File: src/rtl/synth_pkg.sv
// Shared constants, per-voice phase increments and FSM state encoding for the voice sequencer.
package synth_pkg;

   localparam int NUM_VOICES = 8;
   localparam int PHASE_W    = 32;

   // Entry v is the phase increment of voice v (voice 0 is the rightmost word).
   localparam logic [NUM_VOICES-1:0][PHASE_W-1:0] INC_TABLE = {
      32'd22473, 32'd21212, 32'd18898, 32'd16836,
      32'd14999, 32'd14157, 32'd12613, 32'd11237
   };

   typedef enum logic [1:0] {
      ST_IDLE,
      ST_ISSUE,
      ST_DRAIN,
      ST_DONE
   } seq_state_e;

endpackage

File: src/rtl/sample_tick_gen.sv
// Free-running sample-rate divider: counts 0..SAMPLE_DIV-1 and flags the last count as a one-cycle tick.
module sample_tick_gen #(
   parameter int SAMPLE_DIV = 6104
) (
   input  logic clk_in,
   input  logic rst_n_in,
   output logic tick_out
);

   localparam int CW = (SAMPLE_DIV > 1) ? $clog2(SAMPLE_DIV) : 1;
   localparam logic [CW-1:0] LAST = CW'(SAMPLE_DIV - 1);

   logic [CW-1:0] cnt_q, cnt_d;

   always_comb begin
      tick_out = (cnt_q == LAST);
      cnt_d    = tick_out ? '0 : cnt_q + 1'b1;
   end

   always_ff @(posedge clk_in or negedge rst_n_in) begin
      if (!rst_n_in) begin
         cnt_q <= '0;
      end else begin
         cnt_q <= cnt_d;
      end
   end

endmodule

File: src/rtl/voice_sequencer.sv
// Eight-voice phase-accumulator sequencer sharing one sine ROM; mixes one sample per divider tick.
//
// state | meaning
// IDLE  | waiting for the sample tick
// ISSUE | 8 cycles, slot v updates voice v and may issue a ROM read
// DRAIN | ROM_LATENCY cycles collecting the outstanding ROM returns
// DONE  | one cycle, publishes the mixed sample
module voice_sequencer
   import synth_pkg::*;
#(
   parameter int SAMPLE_DIV  = 6104,
   parameter int ROM_LATENCY = 2
) (
   input  logic        clk_in,
   input  logic        rst_n_in,
   input  logic [7:0]  gate_in,
   input  logic [7:0]  trigger_in,
   output logic        rom_req_out,
   output logic [7:0]  rom_addr_out,
   input  logic [15:0] rom_data_in,
   output logic [18:0] sample_out,
   output logic        sample_valid_out,
   output logic        busy_out,
   output logic        overrun_out
);

   if (SAMPLE_DIV < 12 + ROM_LATENCY || ROM_LATENCY < 1) begin : g_param_check
      $error("voice_sequencer: SAMPLE_DIV must be >= 12+ROM_LATENCY and ROM_LATENCY >= 1");
   end

   localparam int DCW = (ROM_LATENCY > 1) ? $clog2(ROM_LATENCY) : 1;

   seq_state_e                            state_q, state_d;
   logic [2:0]                            slot_q, slot_d;
   logic [DCW-1:0]                        drain_q, drain_d;
   logic [NUM_VOICES-1:0][PHASE_W-1:0]    phase_q, phase_d;
   logic [NUM_VOICES-1:0]                 pending_q, pending_d;
   logic [ROM_LATENCY-1:0]                tag_q, tag_d;
   logic [18:0]                           acc_q, acc_d;
   logic [18:0]                           sample_q, sample_d;
   logic                                  overrun_q, overrun_d;
   logic                                  tick;
   logic                                  restart;
   logic [PHASE_W-1:0]                    phase_upd;

   sample_tick_gen #(
      .SAMPLE_DIV (SAMPLE_DIV)
   ) u_tick (
      .clk_in   (clk_in),
      .rst_n_in (rst_n_in),
      .tick_out (tick)
   );

   always_comb begin
      state_d      = state_q;
      slot_d       = slot_q;
      drain_d      = drain_q;
      phase_d      = phase_q;
      pending_d    = pending_q | trigger_in;
      acc_d        = acc_q;
      sample_d     = sample_q;
      overrun_d    = overrun_q | (tick && (state_q != ST_IDLE));
      rom_req_out  = 1'b0;
      rom_addr_out = '0;

      // A trigger arriving in the voice's own slot restarts it immediately.
      restart   = pending_q[slot_q] | trigger_in[slot_q];
      phase_upd = restart ? INC_TABLE[slot_q] : phase_q[slot_q] + INC_TABLE[slot_q];

      if (tag_q[ROM_LATENCY-1]) begin
         acc_d = acc_q + {{3{rom_data_in[15]}}, rom_data_in};
      end

      unique case (state_q)
         ST_IDLE: begin
            if (tick) begin
               state_d = ST_ISSUE;
               slot_d  = 3'd0;
               acc_d   = '0;
            end
         end
         ST_ISSUE: begin
            pending_d[slot_q] = 1'b0;
            if (gate_in[slot_q]) begin
               phase_d[slot_q] = phase_upd;
               rom_req_out     = 1'b1;
               rom_addr_out    = phase_upd[PHASE_W-1 -: 8];
            end else begin
               phase_d[slot_q] = '0;
            end
            if (slot_q == 3'd7) begin
               state_d = ST_DRAIN;
               drain_d = DCW'(ROM_LATENCY - 1);
            end else begin
               slot_d = slot_q + 3'd1;
            end
         end
         ST_DRAIN: begin
            // Load on the way into DONE so sample_out changes together with the valid pulse.
            if (drain_q == '0) begin
               state_d  = ST_DONE;
               sample_d = acc_d;
            end else begin
               drain_d = drain_q - 1'b1;
            end
         end
         ST_DONE: begin
            state_d = ST_IDLE;
         end
         default: begin
            state_d = ST_IDLE;
         end
      endcase

      tag_d[0] = rom_req_out;
      for (int i = 1; i < ROM_LATENCY; i++) begin
         tag_d[i] = tag_q[i-1];
      end
   end

   always_ff @(posedge clk_in or negedge rst_n_in) begin
      if (!rst_n_in) begin
         state_q   <= ST_IDLE;
         slot_q    <= '0;
         drain_q   <= '0;
         phase_q   <= '0;
         pending_q <= '0;
         tag_q     <= '0;
         acc_q     <= '0;
         sample_q  <= '0;
         overrun_q <= 1'b0;
      end else begin
         state_q   <= state_d;
         slot_q    <= slot_d;
         drain_q   <= drain_d;
         phase_q   <= phase_d;
         pending_q <= pending_d;
         tag_q     <= tag_d;
         acc_q     <= acc_d;
         sample_q  <= sample_d;
         overrun_q <= overrun_d;
      end
   end

   assign sample_out       = sample_q;
   assign sample_valid_out = (state_q == ST_DONE);
   assign busy_out         = (state_q != ST_IDLE);
   assign overrun_out      = overrun_q;

endmodule

File: config.mk
export PLATFORM = sky130hd
export DESIGN_NAME = voice_sequencer
export DESIGN_NICKNAME = d
export VERILOG_FILES = /design/src/rtl/synth_pkg.sv /design/src/rtl/sample_tick_gen.sv /design/src/rtl/voice_sequencer.sv
export SDC_FILE = /design/constraint.sdc
export NUM_CORES = 1
export LEC_CHECK = 0
export ABC_AREA = 1
export CELL_PAD_IN_SITES_DETAIL_PLACEMENT = 0
export CELL_PAD_IN_SITES_GLOBAL_PLACEMENT = 1
export CORE_ASPECT_RATIO = 1.2
export CORE_UTILIZATION = 44
export CTS_BUF_LIST = sky130_fd_sc_hd__clkbuf_4 sky130_fd_sc_hd__clkbuf_8
export CTS_CLUSTER_SIZE = 14
export DETAILED_ROUTE_END_ITERATION = 12
export GPL_ROUTABILITY_DRIVEN = 1
export GPL_TIMING_DRIVEN = 0
export PLACE_DENSITY = 0.79
export SLEW_MARGIN = 20
export SYNTH_ARGS = -nofsm -noshare
export SYNTH_HDL_FRONTEND = slang
export SYNTH_SLANG_ARGS = --single-unit
File: constraint.sdc
create_clock -name clk_in -period 6.2 [get_ports clk_in]
set_input_delay 0.93 -clock clk_in [delete_from_list [all_inputs] [get_ports clk_in]]
set_output_delay 0.93 -clock clk_in [all_outputs]
set_load 0.03 [all_outputs]
=== After elaboration in Yosys (flattened, before gate mapping) ===
Memory sizes are Yosys's and may differ from the RTL's.
Cells that the tools add are included.

* Register bits after elaboration: 324
* Memory bits (read-only): 256
* Bits of input ports: 34
* Output and inout port bits: 31
* Word-level logic and storage cells: 87
* Memories kept: 1

* $add $sub $neg: 5
* Order comparisons: 2
* Equality and inequality tests: 9
* Muxes and demuxes: 35
* Bitwise gates (word level): 8
* Reductions and logical operators: 10

{| class="wikitable"
|+ Memory list
! memory !! depth !! bits a word !! rd ports !! clocked after memory_dff !! write ports !! RTL line !! source
|-
| (name not given) || 8 || 32 || 1 || 0 || 0 || voice_sequencer.sv:68 || <nowiki>phase_upd = restart ? INC_TABLE[slot_q] : phase_q[slot_q] + INC_TABLE[slot_q];</nowiki>
|}

{| class="wikitable"
|+ Operators with widths
! kind !! number
|-
| $and 256x256->256 || 1
|-
| $bwmux 256 || 1
|-
| $mux 256 || 1
|-
| $not 256->256 || 1
|-
| $mux 32 || 4
|-
| $bmux 32 s3 || 1
|-
| $demux 32 s3 || 1
|-
| $mux 19 || 3
|-
| $add 32x32->32 || 1
|-
| $mux 8 || 3
|-
| $add 19x19->19 || 1
|-
| $add 13x1->13 const B || 1
|-
| $eq 13x13->1 const B || 1
|-
| $mux 13 || 1
|-
| $bmux 1 s3 || 3
|-
| $and 8x8->8 || 1
|-
| $mux 1 || 8
|-
| $ne 2x2->1 const B || 4
|-
| $not 8->8 || 1
|-
| $or 8x8->8 || 1
|-
| $pmux 2 s4 || 1
|-
| $mux 2 || 3
|-
| $mux 3 || 2
|-
| $pmux 3 s2 || 1
|-
| other kinds (16) || 23
|}

=== Longest topological paths before layout ===
Gate-level depths: netlist (run 1).

* Depth after elaboration: 7
* Mapped depth: 26
* Gate-level depth less buffers: 24

=== Hierarchy ===
From an unflattened synthesis (run 1), not the netlist that was laid out.

* Cell total of the unflattened synthesis: 2223
* Area, all modules: 17360.4 um2

{| class="wikitable"
|+ Modules (own cells, without submodules)
! module !! instances !! cells an instance !! area an instance (um2) !! sequential area each (um2)
|-
| voice_sequencer || 1 || 2127 || 16628.4 || 7782.5
|-
| sample_tick_gen || 1 || 96 || 732.0 || 325.3
|}

=== Worst setup path after synthesis (run 1) ===
OpenSTA, ideal clock, no wires.

* Path kind: reg-to-output
* Start: register slot_q[0]
* End: output port rom_addr_out[4]
* Arrival time: 3.905 ns
* Data required time: 5.270 ns
* Path slack: 1.365 ns
* Stages on the path, launching flop included: 27
* Buffers on the path: 5
* Cell sequence: dfrtp_1 -> buf_2 -> inv_2 -> buf_4 -> buf_4 -> buf_2 -> buf_1 -> ha_1 -> inv_1 -> a21oi_1 -> ha_1 -> nand2_1 -> inv_1 -> nand2_1 -> nand2_1 -> nor2_1 -> nor2_1 -> nand3_1 -> nand2_1 -> nand2_1 -> nand2_1 -> nand2_1 -> nand2_1 -> nand3_1 -> nand2_1 -> nand3_1 -> nor2_1

* Word-level cells in the longest chain between the ends: 6
* Elaborated cells on any way between the ends: 15
* Those cells by class: add/sub: 1; mux: 12; bitwise: 1; memory: 1

{| class="wikitable"
|+ Ends and longest elaborated chain
! item !! RTL line !! source
|-
| from (decl) || voice_sequencer.sv:34 || <nowiki>logic [2:0] slot_q, slot_d;</nowiki>
|-
| from (signal assigned) || voice_sequencer.sv:134 || <nowiki>slot_q <= slot_d;</nowiki>
|-
| $mem_v2 8x32 (tied with other cells) || - ||
|-
| $mux 32 (not written as such) / $mux 1 (equally long branches) || voice_sequencer.sv:68, voice_sequencer.sv:67 ||
|-
| $add 32x32->32 / $or 1x1->1 (equally long branches) || voice_sequencer.sv:68, voice_sequencer.sv:67 ||
|-
| $mux 32 || voice_sequencer.sv:68 ||
|-
| $mux 8 (*) || voice_sequencer.sv:84 || <nowiki>if (gate_in[slot_q]) begin</nowiki>
|-
| $mux 8 (*) || voice_sequencer.sv:74 || <nowiki>unique case (state_q)</nowiki>
|-
| to (decl) || voice_sequencer.sv:19 || <nowiki>output logic [7:0] rom_addr_out,</nowiki>
|}

Mark *: on every way between the ends. The rest lies on a longest branch, timed or not. The select of a mux whose other input is x is not followed.

=== Worst setup path after layout (run 1) ===
* Start: register slot_q[1]
* End: output port rom_addr_out[0]

The elaborated chain is that of the path after synthesis.

==> flow_summary.toml, run 1 <==
[run_status]
status = "complete, no violations"

[worst_hold_path]
hold_class = "in -> async"

[yosys]
yosysWarnings = 0
syn_area_um2 = 17100
syn_avg_cell_area_um2 = 7.74
yosys.area.top_type = "dfrtp_1"
ys_ff_latch = 324
synth_top_area_share_pct = 47.5
yosysMostFrequentCell = "nand2_1"
yosysSeqAreaShare_pct = 47.5
synthTopCellsByCount = "nand2_1, dfrtp_1, inv_1"
synthCells = 2204
async_reset_ff_share_pct = 100
synth_cell_type_count = 48
synth_ff_type = "dfrtp_1"
synthTopCellsByArea = "dfrtp_1, nand2_1, inv_1, o21ai_0, ha_1"
syn_nets = 2290
synth_edf_count = 0

[route]
dr.pass1.iters = 5
wl_met3_um = 4490
wl_per_cell_um = 22.2
drt_first_iter_violations = 1440
vias = 16200
final_antenna_net_count = 0
vias_per_cell = 5.65
routed_wl_um = 63600
top_layer = "met4"
drc = 0
wl_met2_um = 29700
wl_met1_um = 24800

[worst_setup_path]
critPathMaxStageDelay_ns = 0.46
cp_slowest_cell = "a2111o_1"
end_kind = "output port"
worstSetupStartpoint = "slot_q[1]"
rr_startpoint = "slot_q[1]"
r2r_end = "phase_q[12]"
worst_r2r_path_depth = 19
critical_path_required_ns = 5.27
crit_fanout = 10
critPathKind = "reg -> out"
r2r_setup_slack_ns = 1.74
critPathLaunchType = "flop"
crit_end = "rom_addr_out[0]"
worst_ep_arrival_time_ns = 5.07
crit_chain = "clkbuf_4, inv_2, nand2_1, clkbuf_2, a21oi_1, o21ai_0, o21ai_0, a2111o_1, ha_1, a21oi_1, o21a_1, nor2_1, o21ai_0, nand2_1, nand2_1, nand3_2, nor2_1, dlygate4sd2_1"

[global_routing]
grt_pass1_vias = 16000
antenna_found_initial = 0
grt_pass1_wl_um = 96400
grt_usage_pct = 32.9
overflow = 0
grt_max_degree = 97

[cts]
worstSkewPairLatency_ns = 0.70
cts_hold_buffers = 0
clock-sinks = 324
numCtsBuffers = 54
htree_levels = 2
cts_buffer_depth = 3
cts.clk_slew.worst_paths_ns = 0.06
clockRootBuffer = "clkbuf_8"
cts_tree = "yes"

[floorplan]
dieHeight_um = 218
rows = 78
fp.dieW_um = 182
start_util_pct = 44.8
dieArea_um2 = 39600
fp.coreArea_um2 = 38100
pin_count = 65

[sta]
finalCritPeriodShare_pct = 96.8
finalHoldViolations = 0
period_needed_ns = 6.00
tightest_slew_ns = 1.20
max_freq_mhz = 167
slew-limit-headroom_pct = 19.7
finalMaxSlewViolations = 0
setup_viol = 0
fin_skew_ns = 0.0661
setup_slack_ns = 0.197

[place]
hpwl_um = 45700
gp_congestion = 0.930
preCtsSetupSlack_ns = -0.986
io_buffers = 64

[run]
maxCapViolCount = 0

[finish]
syn2layout_area_growth_pct = 17.1
fin_nets = 2428
drive_above_1_share_pct = 9.72

[power]
powerDensity_nw_per_um2 = 221
p_leak_nw = 9.93
irDropWorstVdd_uv = 203
p_total_w = 0.00441
cell families (layout without fill, tap and decap cells):
| family | after synthesis | after routing | share of synthesized area (%) |
|---|---|---|---|
| DFF | 324 | 324 | 47.5 |
| buffers and inverters | 319 | 503 | 7.19 |
| muxes | 2 | 2 | 0.117 |
| and+or+nand+nor | 1024 | 1024 | 25.0 |
| xor gates and xnor gates | 22 | 22 | 1.13 |
| adders and majority gates | 52 | 52 | 3.90 |
| AOI/OAI and AO/OA | 461 | 461 | 15.1 |
| other | 0 | 1 | 0 |
routing by layer:
layer / vias to the layer above / track usage [%]
li1: 7608 / -
met2: 682 / 54.1
met4: 0 / 22.1
met3: 197 / 5.74
met1: 7737 / 39.7
met5: - / 0
cell usage in the layout, fill, tap and decap left out, types with 55 or more instances in the layout:
cell	Yosys	final
clkbuf_1	66	56
o21ai_0	130	127
o22ai_1	87	87
dfrtp_1	324	322
a21oi_1	93	93
nand3_1	107	107
clkdlybuf4s50_1	0	55
clkbuf_8	0	66
o21ai_1	97	99
nor2_1	149	145
nand2_1	661	653
inv_1	206	205
critical path, delay by kind of cell, from the launching register on:
family,cells,cell delay [ns]
AOI/OAI and AO/OA,7,1.74
adders and majority gates,1,0.36
buffers and inverters,4,1.10
DFF,1,0.41
and+or+nand+nor,6,0.79
registers in the layout (all words and copies together), names as in the netlist:
register,cells
state_q,2
slot_q,3
overrun_out,1
tag_q,2
pending_q,8
u_tick.cnt_q,13
drain_q,1
acc_q,19
phase_q,256
sample_out,19
worst min path at each step:
stage | start | end | slack (ns)
6_report | rst_n_in | pending_q[7] | 0.11
5_1_grt | rst_n_in | pending_q[7] | 0.11
4_1_cts | rst_n_in | pending_q[7] | 0.07
3_5_place_dp | tag_q[0] | tag_q[1] | 0.35
3_3_place_gp | tag_q[0] | tag_q[1] | 0.34
2_1_floorplan | tag_q[0] | tag_q[1] | 0.33
power by group:
part           switching, W  internal [W]  leakage, nW
Combinational      0.000130     0.0000753         6.31
Clock              0.000961       0.00111        0.631
Sequential       0.00000532       0.00212         2.99
Total               0.00110       0.00331         9.93
repair_timing:
action | CTS | global route
setup buffers | 8 | 6
setup endpoints to repair | 8 | 8
pin swaps | 4 | 6
gates resized for setup | 51 | 45
final cells by class:
cell class / count / area (um^2)
clock inverters: 21 / 160
repair buffers: 83 / 880
fillers: 3813 / 18100
clock buffers: 81 / 1020
well taps: 480 / 601
flip-flops and latches: 324 / 8110
diodes: 1 / 2.50
inverters: 226 / 857
plain buffers: 92 / 429
multi-input cells: 1561 / 7930
per-stage QoR:
stage,util [%],cell area [um^2],setup TNS (ns),hold slack [ns],std cells
after detailed placement,48.4,18400,-3.89,0.348,2753
after floorplan,-,17100,0,0.331,2204
after global placement,48.1,18300,-3294.26,0.336,2748
final,52.5,20000,0,0.111,2869
after global routing,52.5,20000,-0.00553,0.111,2868
after CTS,52.0,19800,-0.0613,0.0713,2862
No activity file was read; power rests on OpenSTA's default activity.
==> inputs of run 2 (changes only) <==
--- a/config.mk
+++ b/config.mk
@@ -15,7 +15,9 @@
 export DETAILED_ROUTE_END_ITERATION = 12
 export GPL_ROUTABILITY_DRIVEN = 1
 export GPL_TIMING_DRIVEN = 0
+export HOLD_SLACK_MARGIN = 0.12
 export PLACE_DENSITY = 0.79
+export SKIP_CTS_REPAIR_TIMING = 1
 export SLEW_MARGIN = 20
 export SYNTH_ARGS = -nofsm -noshare
 export SYNTH_HDL_FRONTEND = slang
==> run 2 against run 1 <==
Maximum frequency down 0.81%. First-iteration DRC count up 1.6%. Non-clock buffer count down 3. Final cell count down 0.14%. Sequential power about the same. Sequential share of layout area up 0.18 points. Global-route usage down 0.070 points. Combinational power about the same. Worst hold slack better by 0.25 ns. Setup slack worse by 0.049 ns. Register-to-register slack worse by 0.12 ns.
==> flow_summary.toml, run 2 (synthesis gave the netlist of run 1 again) <==
[cts]
htree_levels = 2
numCtsBuffers = 54
cts_tree = "yes"
clock-sinks = 324
cts_buffer_depth = 3
clockRootBuffer = "clkbuf_8"
cts.clk_slew.worst_paths_ns = 0.07
worstSkewPairLatency_ns = 0.71

[worst_setup_path]
crit_chain = "buf_4, inv_2, buf_4, buf_8, buf_6, o21ai_0, o2111ai_2, ha_1, nand3_1, nand2_1, inv_1, o21ai_4, nand3_1, nand2_1, nand2_1, nand2_1, nand3_1, nand2_1, nand2_2, nand3_1, nor2_1, clkbuf_2"
cp_slowest_cell = "dfrtp_1"
critPathLaunchType = "flop"
crit_fanout = 19
worst_ep_arrival_time_ns = 5.12
crit_top_cell = "nand2_1"
end_kind = "output port"
critPathKind = "reg -> out"
critical_path_required_ns = 5.27
critPathMaxStageDelay_ns = 0.44

[sta]
fin_skew_ns = 0.0788
finalMaxSlewViolations = 0
max_freq_mhz = 165
setup_viol = 0
whs_ns = 0.358
slew-limit-headroom_pct = 22.0
setup_slack_ns = 0.148
period_needed_ns = 6.05
finalCritPeriodShare_pct = 97.6
tightest_slew_ns = 1.17
finalHoldViolations = 0

[place]
io_buffers = 64
preCtsSetupSlack_ns = -0.986
gp_congestion = 0.930
hpwl_um = 45700

[finish]
largest_reg_flops = 256
drive_above_1_share_pct = 9.39
syn2layout_area_growth_pct = 16.6
mostFrequentLayoutCells = "nand2_1, dfrtp_1, inv_1"
fin_nets = 2425
layout_commonest_cell = "nand2_1"
num_antenna_cells = 0
max_flop_register = "phase_q"

[route]
vias_per_cell = 5.66
wl_per_cell_um = 22.1
routed_wl_um = 63300
vias = 16200
dr.pass1.iters = 5
final_antenna_net_count = 0
drt_first_iter_violations = 1463
drc = 0

[global_routing]
grt_pass1_wl_um = 96100
grt_usage_pct = 32.8
grt_pass1_vias = 15900
overflow = 0
grt_max_degree = 97
antenna_found_initial = 0

[floorplan]
pin_count = 65
fp.coreArea_um2 = 38100
rows = 78
fp.dieW_um = 182
dieHeight_um = 218
start_util_pct = 44.8
dieArea_um2 = 39600

[run]
maxCapViolCount = 0

[power]
irDropWorstVdd_uv = 207
p_leak_nw = 9.99
powerDensity_nw_per_um2 = 221

[worst_hold_path]
hold_class = "reg -> reg"

[run_status]
status = "complete, no violations"
-- run 2: layer usage --
| metal | part of all wire [%] | vias up | GRT usage [%] |
|---|---|---|---|
| li1 | - | 7592 | - |
| met1 | 39 | 7778 | 39.5 |
| met2 | 47 | 656 | 53.8 |
| met3 | 7.3 | 184 | 6.13 |
| met4 | 6.6 | 0 | 22.1 |
| met5 | 0 | - | 0 |
-- run 2: path summary, 6_finish.rpt --
| check | startpoint | end | slack (ns) | cells after the start |
|---|---|---|---|---|
| setup / recovery | slot_q[0] | rom_addr_out[5] | 0.15 | 22 |
| hold / removal | tag_q[0] | tag_q[1] | 0.36 | 0 |
| setup reg to reg | slot_q[0] | phase_q[12] | 1.62 | 19 |
| hold reg to reg | tag_q[0] | tag_q[1] | 0.36 | 0 |
| max in group asynchronous | rst_n_in | phase_q[114] | 4.49 | 4 |
| min in group asynchronous | rst_n_in | pending_q[7] | 0.70 | 2 |
-- run 2: final cells by class --
class | instances | area, um^2
fill | 3828 | 18200
buffer | 91 | 408
sequential | 324 | 8110
inverter | 226 | 860
tap | 480 | 601
clock inverter | 21 | 160
multi-input combinational | 1561 | 7890
timing repair buffer | 81 | 857
clock buffer | 81 | 1020
-- run 2: critical path: cells and delay by family (launching register included) --
family,cells,cell delay [ns]
compound gates,3,1.06
fa+ha+maj,1,0.41
buf+inv,7,1.21
flops,1,0.44
simple gates,11,1.33
-- run 2: where the power goes --
part | leakage, nW | switching (W) | internal [W] | total (W)
registers | 3.00 | 0.00000533 | 0.00212 | 0.00213
clock network | 0.631 | 0.000960 | 0.00111 | 0.00207
logic | 6.36 | 0.000131 | 0.0000757 | 0.000206
total | 9.99 | 0.00110 | 0.00331 | 0.00441
-- run 2: stage by stage --
stage	std cells	area [um^2]	util, %	total power, W	setup TNS [ns]
floorplan	2204	17100	-	0.00227	0
global placement	2748	18300	48.1	0.00237	-3294.26
detailed placement	2753	18400	48.4	0.00238	-3.89
CTS	2855	19600	51.5	0.00444	-9.73
global route	2865	19900	52.3	0.00455	-0.0548
finish	2865	19900	52.3	0.00441	0
